**config.mk**
```make
export PLATFORM = sky130hd
export DESIGN_NAME = paint_brush_ctrl
export DESIGN_NICKNAME = d
export VERILOG_FILES = /design/src/rtl/paint_brush_ctrl.sv
export SDC_FILE = /design/constraint.sdc
export NUM_CORES = 1
export LEC_CHECK = 0
export CORE_UTILIZATION = 45
export CTS_BUF_LIST = sky130_fd_sc_hd__clkbuf_4 sky130_fd_sc_hd__clkbuf_8
export CTS_CLUSTER_SIZE = 10
export DETAILED_ROUTE_END_ITERATION = 8
export PLACE_DENSITY = 0.71
export REMOVE_ABC_BUFFERS = 1
export SYNTH_ARGS = -nofsm -noshare
export SYNTH_HDL_FRONTEND = slang
export SYNTH_SLANG_ARGS = --single-unit
```
**constraint.sdc**
```tcl
create_clock -name clk -period 6.3 [get_ports clk]
set_input_delay 0.945 -clock clk [delete_from_list [all_inputs] [get_ports clk]]
set_output_delay 0.945 -clock clk [all_outputs]
set_load 0.03 [all_outputs]
```
**src/rtl/paint_brush_ctrl.sv**
```systemverilog
// paint_brush_ctrl: cursor/mode keeper that stamps a square brush into the framebuffer via req/gnt
module paint_brush_ctrl #(
   parameter int CANVAS_W = 160,
   parameter int CANVAS_H = 120,
   parameter int COORD_W  = 8,
   parameter int ADDR_W   = 15,
   parameter int COLOR_W  = 3,
   parameter int DEAD_LO  = 400,
   parameter int DEAD_HI  = 624,
   parameter int BG_COLOR = 0
) (
   input  logic               clk,
   input  logic               clr,
   input  logic               move_tick,
   input  logic [9:0]         joy_x,
   input  logic [9:0]         joy_y,
   input  logic               tool_on,
   input  logic               tool_sel,
   input  logic               size_sel,
   input  logic [COLOR_W-1:0] pen_color,
   output logic               fb_req,
   output logic [ADDR_W-1:0]  fb_addr,
   output logic [COLOR_W-1:0] fb_wdata,
   input  logic               fb_gnt,
   output logic [COORD_W-1:0] cur_x,
   output logic [COORD_W-1:0] cur_y,
   output logic               eraser,
   output logic [1:0]         brush_size,
   output logic               busy
);
   typedef enum logic {IDLE, STAMP} state_t;
   state_t state, state_nxt;
   logic [1:0] s_r;
   logic [COLOR_W-1:0] s_color;
   logic signed [2:0] dx, dy, rs, bs;
   logic signed [COORD_W:0] px, py;
   logic [COORD_W-1:0] nx, ny;
   logic on_canvas, adv, last;
   // the cursor never moves during a stamp, so it doubles as the stamp centre
   assign rs = $signed({1'b0, s_r});
   assign bs = $signed({1'b0, brush_size});
   assign px = $signed({1'b0, cur_x}) + $signed({{(COORD_W-2){dx[2]}}, dx});
   assign py = $signed({1'b0, cur_y}) + $signed({{(COORD_W-2){dy[2]}}, dy});
   assign on_canvas = !px[COORD_W] && !py[COORD_W] &&
                      px[COORD_W-1:0] < COORD_W'(CANVAS_W) && py[COORD_W-1:0] < COORD_W'(CANVAS_H);
   assign last = (dx == rs) && (dy == rs);
   assign nx = (joy_x < 10'(DEAD_LO) && cur_x != '0) ? cur_x - 1'b1 :
               (joy_x > 10'(DEAD_HI) && cur_x != COORD_W'(CANVAS_W-1)) ? cur_x + 1'b1 : cur_x;
   assign ny = (joy_y > 10'(DEAD_HI) && cur_y != '0) ? cur_y - 1'b1 :
               (joy_y < 10'(DEAD_LO) && cur_y != COORD_W'(CANVAS_H-1)) ? cur_y + 1'b1 : cur_y;
   // state register
   always_ff @(posedge clk) begin
      state <= clr ? IDLE : state_nxt;
   end
   // next state and write-port outputs; off-canvas offsets burn one cycle without a request
   always_comb begin
      state_nxt = state;
      fb_req    = 1'b0;
      fb_addr   = '0;
      fb_wdata  = '0;
      busy      = 1'b0;
      adv       = 1'b0;
      if (state == IDLE) begin
         state_nxt = (move_tick && tool_on) ? STAMP : IDLE;
      end else begin
         busy      = 1'b1;
         fb_req    = on_canvas;
         fb_addr   = on_canvas ? ADDR_W'(py[COORD_W-1:0]) * ADDR_W'(CANVAS_W) + ADDR_W'(px[COORD_W-1:0]) : '0;
         fb_wdata  = on_canvas ? s_color : '0;
         adv       = !on_canvas || fb_gnt;
         state_nxt = (adv && last) ? IDLE : STAMP;
      end
   end
   // cursor, mode, stamp snapshot and row-major offset walk
   always_ff @(posedge clk) begin
      if (clr) begin
         cur_x      <= COORD_W'(CANVAS_W/2);
         cur_y      <= COORD_W'(CANVAS_H/2);
         eraser     <= 1'b0;
         brush_size <= 2'd0;
         s_r        <= 2'd0;
         s_color    <= '0;
         dx         <= '0;
         dy         <= '0;
      end else begin
         eraser     <= eraser ^ tool_sel;
         brush_size <= size_sel ? (brush_size == 2'd2 ? 2'd0 : brush_size + 2'd1) : brush_size;
         if (state == IDLE && move_tick) begin
            cur_x <= nx;
            cur_y <= ny;
            if (tool_on) begin
               s_r     <= brush_size;
               s_color <= eraser ? COLOR_W'(BG_COLOR) : pen_color;
               dx      <= -bs;
               dy      <= -bs;
            end
         end else if (adv) begin
            dx <= (dx == rs) ? -rs : dx + 3'sd1;
            dy <= (dx == rs) ? dy + 3'sd1 : dy;
         end
      end
   end
endmodule

```
==> results.tsv, run 1 <==
metric	value	unit
hold_viol_final	0	
final_area	0.00447	sq mm
grt_pass1_wl	14400	microns
wl	8710	microns
globalplace.congestion	0.833	
path_class	reg -> out	
final_cell_count_no_fill	615	
yosys_warnings	0	
status	finished clean	
cp_max_fo	7	
die_w	91.3	microns
ioPinCount	69	
avgSynthCellArea	8.06	sq um
synth-edff-count	0	
synthArstFlopShare	0	%
ff2ff_path_depth	12	
power.density	285	mW/mm^2
setup_tns	0	ns
fp-row-count	32	
hpwl	6950	microns
grt-ovfl-total	0	
hold_buffers	0	
required	5.35	ns
clkTransAtPathRegs	0.07	ns
worst_pin_slew	0.802	ns
start_util	46.4	%
cts_tree	built	
place_ws	0.937	ns
via_per_inst	5.67	
dr_total_vias	3490	
area_growth	24.7	%
cts.repair.resized	0	
dieArea	0.00833	sq mm
ir_drop	149	uV
fmax	0.175	GHz
core	0.00773	sq mm
antenna_found_initial	0	
min_path_cells	2	
cap_violations	0	
drc	0	
cp-startpoint	cur_y[0]	
dp_cells	607	
ys_seq_area_share	17.3	%
ys.flop_type	dfxtp_1	
synthTopCellsByArea	dfxtp_1 17%, ha_1 16%, xnor2_1 6.6%	
ant_nets	0	
skew	0.00658	ns
grt_pass1_vias	3229	
synthCells	445	
hold_ws	0.449	ns
ys_types	62	
placed_area	0.00437	sq mm
rr_startpoint	cur_y[1]	
hp-start	s_color[0]	
synth_top_area_cell	dfxtp_1	
maxSlewHeadroom	45.7	%
diodes	0	
clkSinkCount	31	
clock_latency	0.28	ns
synth_top_area_share	17.3	%
fin_ws	0.590	ns
p_leak	1.87	nW
drt_pass1_iterations	4	
cts_htree_levels	2	
final_nets	593	
synth_seq_cells	31	
total_power	1.28	mW
clock-root-buffer	clkbuf_8	
critPathCaptureType	primary output	
wl_per_cell	14.2	microns
min_period	5.71	ns
final_util	57.8	%
finalMaxSlewViolations	0	
setup_viol	0	
cts_max_path_buffers	2	
grt_max_degree	30	
post-route-period-util	90.6	%
die_h	91.3	microns
grt_usage	21.0	%
io_buffer_count	68	
layout-drive-gt1-share	5.46	%
numCtsBuffers	5	
drt_iter0_markers	162	
hold_path.class	reg -> reg	
rsz0062_at_grt	no	
cts_setup_buffers	0	
critPathLaunchType	flop	
synth_area	0.00358	sq mm
arrival	4.76	ns
## cell usage in the layout (no fill, tap or decap), types with 3 or more instances in the layout
cell type	n
mux2i_1	6
nor3b_1	4
nand3_1	9
o21a_1	5
o211ai_1	7
clkdlybuf4s50_1	68
ha_1	45
dfxtp_1	31
nor2_1	32
o21ai_0	12
a21oi_1	38
or2_2	3
nor3_1	17
a211o_1	3
o311ai_0	3
xor2_1	10
nand2_1	34
xnor2_1	27
nor4_1	9
fa_1	6
mux2_2	4
clkbuf_8	7
nand4_1	4
a211oi_1	10
or3_1	4
o31a_1	4
o21bai_1	6
inv_1	30
and3_1	3
a21o_1	10
nand3b_1	4
and2_1	9
nor2b_1	8
## routing by layer
metal	vias up	share of wire (%)	global-route usage, %
met4	0	1.3	4.89
li1	1774	-	-
met1	1634	48	27.7
met2	71	47	36.0
met5	-	0	0
met3	11	3.7	2.93
## area by class of cell
type                       count  area [sq um]
inverter                      31           116
tap                          102           128
fill                         694          3260
clock inverter                 1          7.51
sequential                    31           621
multi-input combinational    374          2810
timing repair buffer          69           688
clock buffer                   7          96.3
## report_power, final
part	switching [mW]	internal, mW	total [mW]	leakage, nW
Combinational	0.461	0.385	0.846	1.57
Sequential	0.0389	0.216	0.255	0.255
Clock	0.0749	0.0993	0.174	0.0505
Total	0.575	0.700	1.28	1.87
## kinds of logic after synthesis
family | synth area share [%]
AOI/OAI and AO/OA | 25.7
xor gates and xnor gates | 9.70
DFF | 17.3
muxes | 2.93
adders and majority gates | 19.3
buffers and inverters | 4.22
and+or+nand+nor | 20.8
## state kept, by name (all words and copies together) (netlist names)
register    flops
brush_size      2
cur_x           8
cur_y           8
dx              3
dy              3
eraser          1
s_color         3
s_r             2
state           1
## synth_stat cells (3+ instances only)
master,instances
o211ai_1,7
a21o_1,10
nor4_1,9
o311ai_0,3
nand4_1,4
xnor2_1,27
a211o_1,3
or2_2,3
o21a_1,5
dfxtp_1,31
nor2_1,32
a21oi_1,38
and3_1,3
nand2_1,34
nor3_1,17
o21bai_1,6
nor3b_1,4
nor2b_1,8
ha_1,45
mux2i_1,6
xor2_1,10
o31a_1,4
and2_1,9
o21ai_0,12
or3_1,4
a211oi_1,10
fa_1,6
clkbuf_1,7
nand3_1,9
inv_1,30
nand3b_1,4
mux2_2,4
## critical path, cell delays in order (launching register included)
cell	delay (ns)
dfxtp_1	0.48
ha_1	0.26
fa_1	0.24
nand3_1	0.17
a21oi_1	0.32
nor2_1	0.13
ha_1	0.33
inv_1	0.07
fa_1	0.46
xnor2_1	0.25
nor3b_1	0.32
nand2_1	0.07
or2_2	0.29
xor3_1	0.34
and2_1	0.16
clkdlybuf4s50_1	0.58
## worst paths after layout
kind | end | slack, ns
worst max-delay path | fb_addr[13] | 0.59
worst min-delay path | s_color[0] | 0.45
worst max register to register | cur_y[7] | 2.83
worst min register to register | s_color[0] | 0.45
(Power assumes the default switching activity.)
==> run 2: changes to the inputs <==
TNS_END_PERCENT = 10   (was default)
clock period = 6.8 ns   (was 6.3 ns; I/O delays follow)
==> run 2 against run 1 <==
Against the previous run: non-clock buffer count stayed put; clock skew decreased by 0.0018 ns; cell count unchanged; global-route usage grew 0.28 points; largest cell class unchanged; total power shrank 5.0%; via count shrank 0.57%.
==> results.tsv, run 2 (synthesis results as in run 1) <==
metric	value	unit	change
grt-ovfl-total	0		unchanged
hold_viol_final	0		unchanged
rr_startpoint	cur_y[1]		unchanged
rsz0062_at_grt	no		unchanged
setup_tns	0	ns	unchanged
dieArea	0.00833	sq mm	unchanged
start_util	46.4	%	unchanged
final_util	58.0	%	was 57.8%
diodes	0		unchanged
hold_ws	0.450	ns	was 0.449 ns
power.density	270	mW/mm^2	was 285 mW/mm^2
final_common_cell	clkdlybuf4s50_1		unchanged
status	finished clean		unchanged
die_h	91.3	microns	unchanged
worst_pin_slew	0.757	ns	was 0.802 ns
arrival	4.77	ns	was 4.76 ns
final_cell_mix	68 x clkdlybuf4s50_1, 45 x ha_1, 38 x a21oi_1, 34 x nand2_1, 32 x nor2_1		unchanged
p_leak	1.88	nW	was 1.87 nW
fp-row-count	32		unchanged
drc	0		unchanged
post-route-period-util	85.2	%	
cts_htree_levels	2		unchanged
clock_latency	0.28	ns	about the same
dr_total_vias	3470		was 3490
clkTransAtPathRegs	0.07	ns	about the same
ant_nets	0		unchanged
hold_buffers	0		unchanged
min_period	5.79	ns	
final_nets	593		unchanged
top_regs	cur_x (8), cur_y (8)		unchanged
wl	8680	microns	was 8710 microns
grt_max_degree	30		unchanged
ioPinCount	69		unchanged
cap_violations	0		unchanged
required	5.78	ns	was 5.35 ns
grt_usage	21.2	%	was 21.0%
numCtsBuffers	5		unchanged
critPathCaptureType	primary output		unchanged
final_cell_count_no_fill	615		unchanged
cp-startpoint	cur_y[0]		unchanged
crit_end	fb_addr[13]		unchanged
maxSlewHeadroom	48.7	%	was 45.7%
layout-drive-gt1-share	5.46	%	unchanged
grt_pass1_wl	14700	microns	was 14400 microns
clock-root-buffer	clkbuf_8		unchanged
rrSetupSlack	3.37	ns	was 2.83 ns
timing.rr.end	cur_y[7]		unchanged
core	0.00773	sq mm	unchanged
total_power	1.21	mW	was 1.28 mW
path_class	reg -> out		unchanged
setup_viol	0		unchanged
cts_max_path_buffers	2		unchanged
cts.repair.resized	0		unchanged
area_growth	25.1	%	was 24.7%
finalMaxSlewViolations	0		unchanged
ff2ff_path_depth	12		unchanged
cts_setup_buffers	0		unchanged
die_w	91.3	microns	unchanged
drt_iter0_markers	189		was 162
antenna_found_initial	0		unchanged
cts_tree	built		unchanged
io_buffer_count	68		unchanged
wl_per_cell	14.1	microns	was 14.2 microns
grt_pass1_vias	3182		was 3229
fmax	0.173	GHz	
critPathLaunchType	flop		unchanged
skew	0.00474	ns	was 0.00658 ns
hpwl	6920	microns	was 6950 microns
globalplace.congestion	0.833		about the same
via_per_inst	5.64		was 5.67
drt_pass1_iterations	4		unchanged
clkSinkCount	31		unchanged
dp_cells	607		unchanged
hold_path.class	reg -> reg		unchanged
cp_max_fo	7		unchanged
ir_drop	126	uV	was 149 uV
## run 2: stage by stage
stage	area [sq um]	worst slack (ns)
2_1_floorplan	3550	1.96
3_3_place_gp	4370	1.51
3_5_place_dp	4370	1.33
4_1_cts	4480	1.01
5_1_grt	4480	0.779
6_report	4480	1.01
## run 2: per-layer routing
metal	vias up	global-route usage (%)	share of wire [%]
li1	1778	-	-
met3	9	3.18	5.0
met2	84	35.7	46
met4	0	3.57	0.75
met5	-	0	0
met1	1599	29.1	48
## run 2: worst max-delay path: stages, from the launching register on
cell             delay, ns
dfxtp_1               0.47
ha_1                  0.26
fa_1                  0.23
nand3_1               0.17
a21oi_1               0.30
nor2_1                0.13
ha_1                  0.32
inv_1                 0.06
fa_1                  0.46
xnor2_1               0.29
nor3b_1               0.34
nand2_1               0.07
or2_2                 0.29
xor3_1                0.34
and2_1                0.16
clkdlybuf4s50_1       0.58
## run 2: power by group
part / total (mW) / leakage (nW) / switching, mW / internal [mW]
Sequential: 0.237 / 0.255 / 0.0361 / 0.200
Combinational: 0.786 / 1.57 / 0.430 / 0.356
Clock: 0.189 / 0.0612 / 0.0706 / 0.118
## run 2: worst min-delay path by stage
stage                    start         end  slack, ns  depth (start not counted)
CTS                 s_color[1]  s_color[1]       0.45                          2
global placement    s_color[0]  s_color[0]       0.43                          2
floorplan           s_color[0]  s_color[0]       0.42                          2
detailed placement  s_color[1]  s_color[1]       0.44                          2
finish              s_color[2]  s_color[2]       0.45                          2
global route        s_color[2]  s_color[2]       0.47                          2
## run 2: area by class of cell
cell class              instances  area, sq um
fillers                       697         3240
clock buffers                   6         82.6
clock inverters                 2         35.0
inverters                      31          116
repair buffers                 69          688
well taps                     102          128
multi-input cells             374         2810
flip-flops and latches         31          621
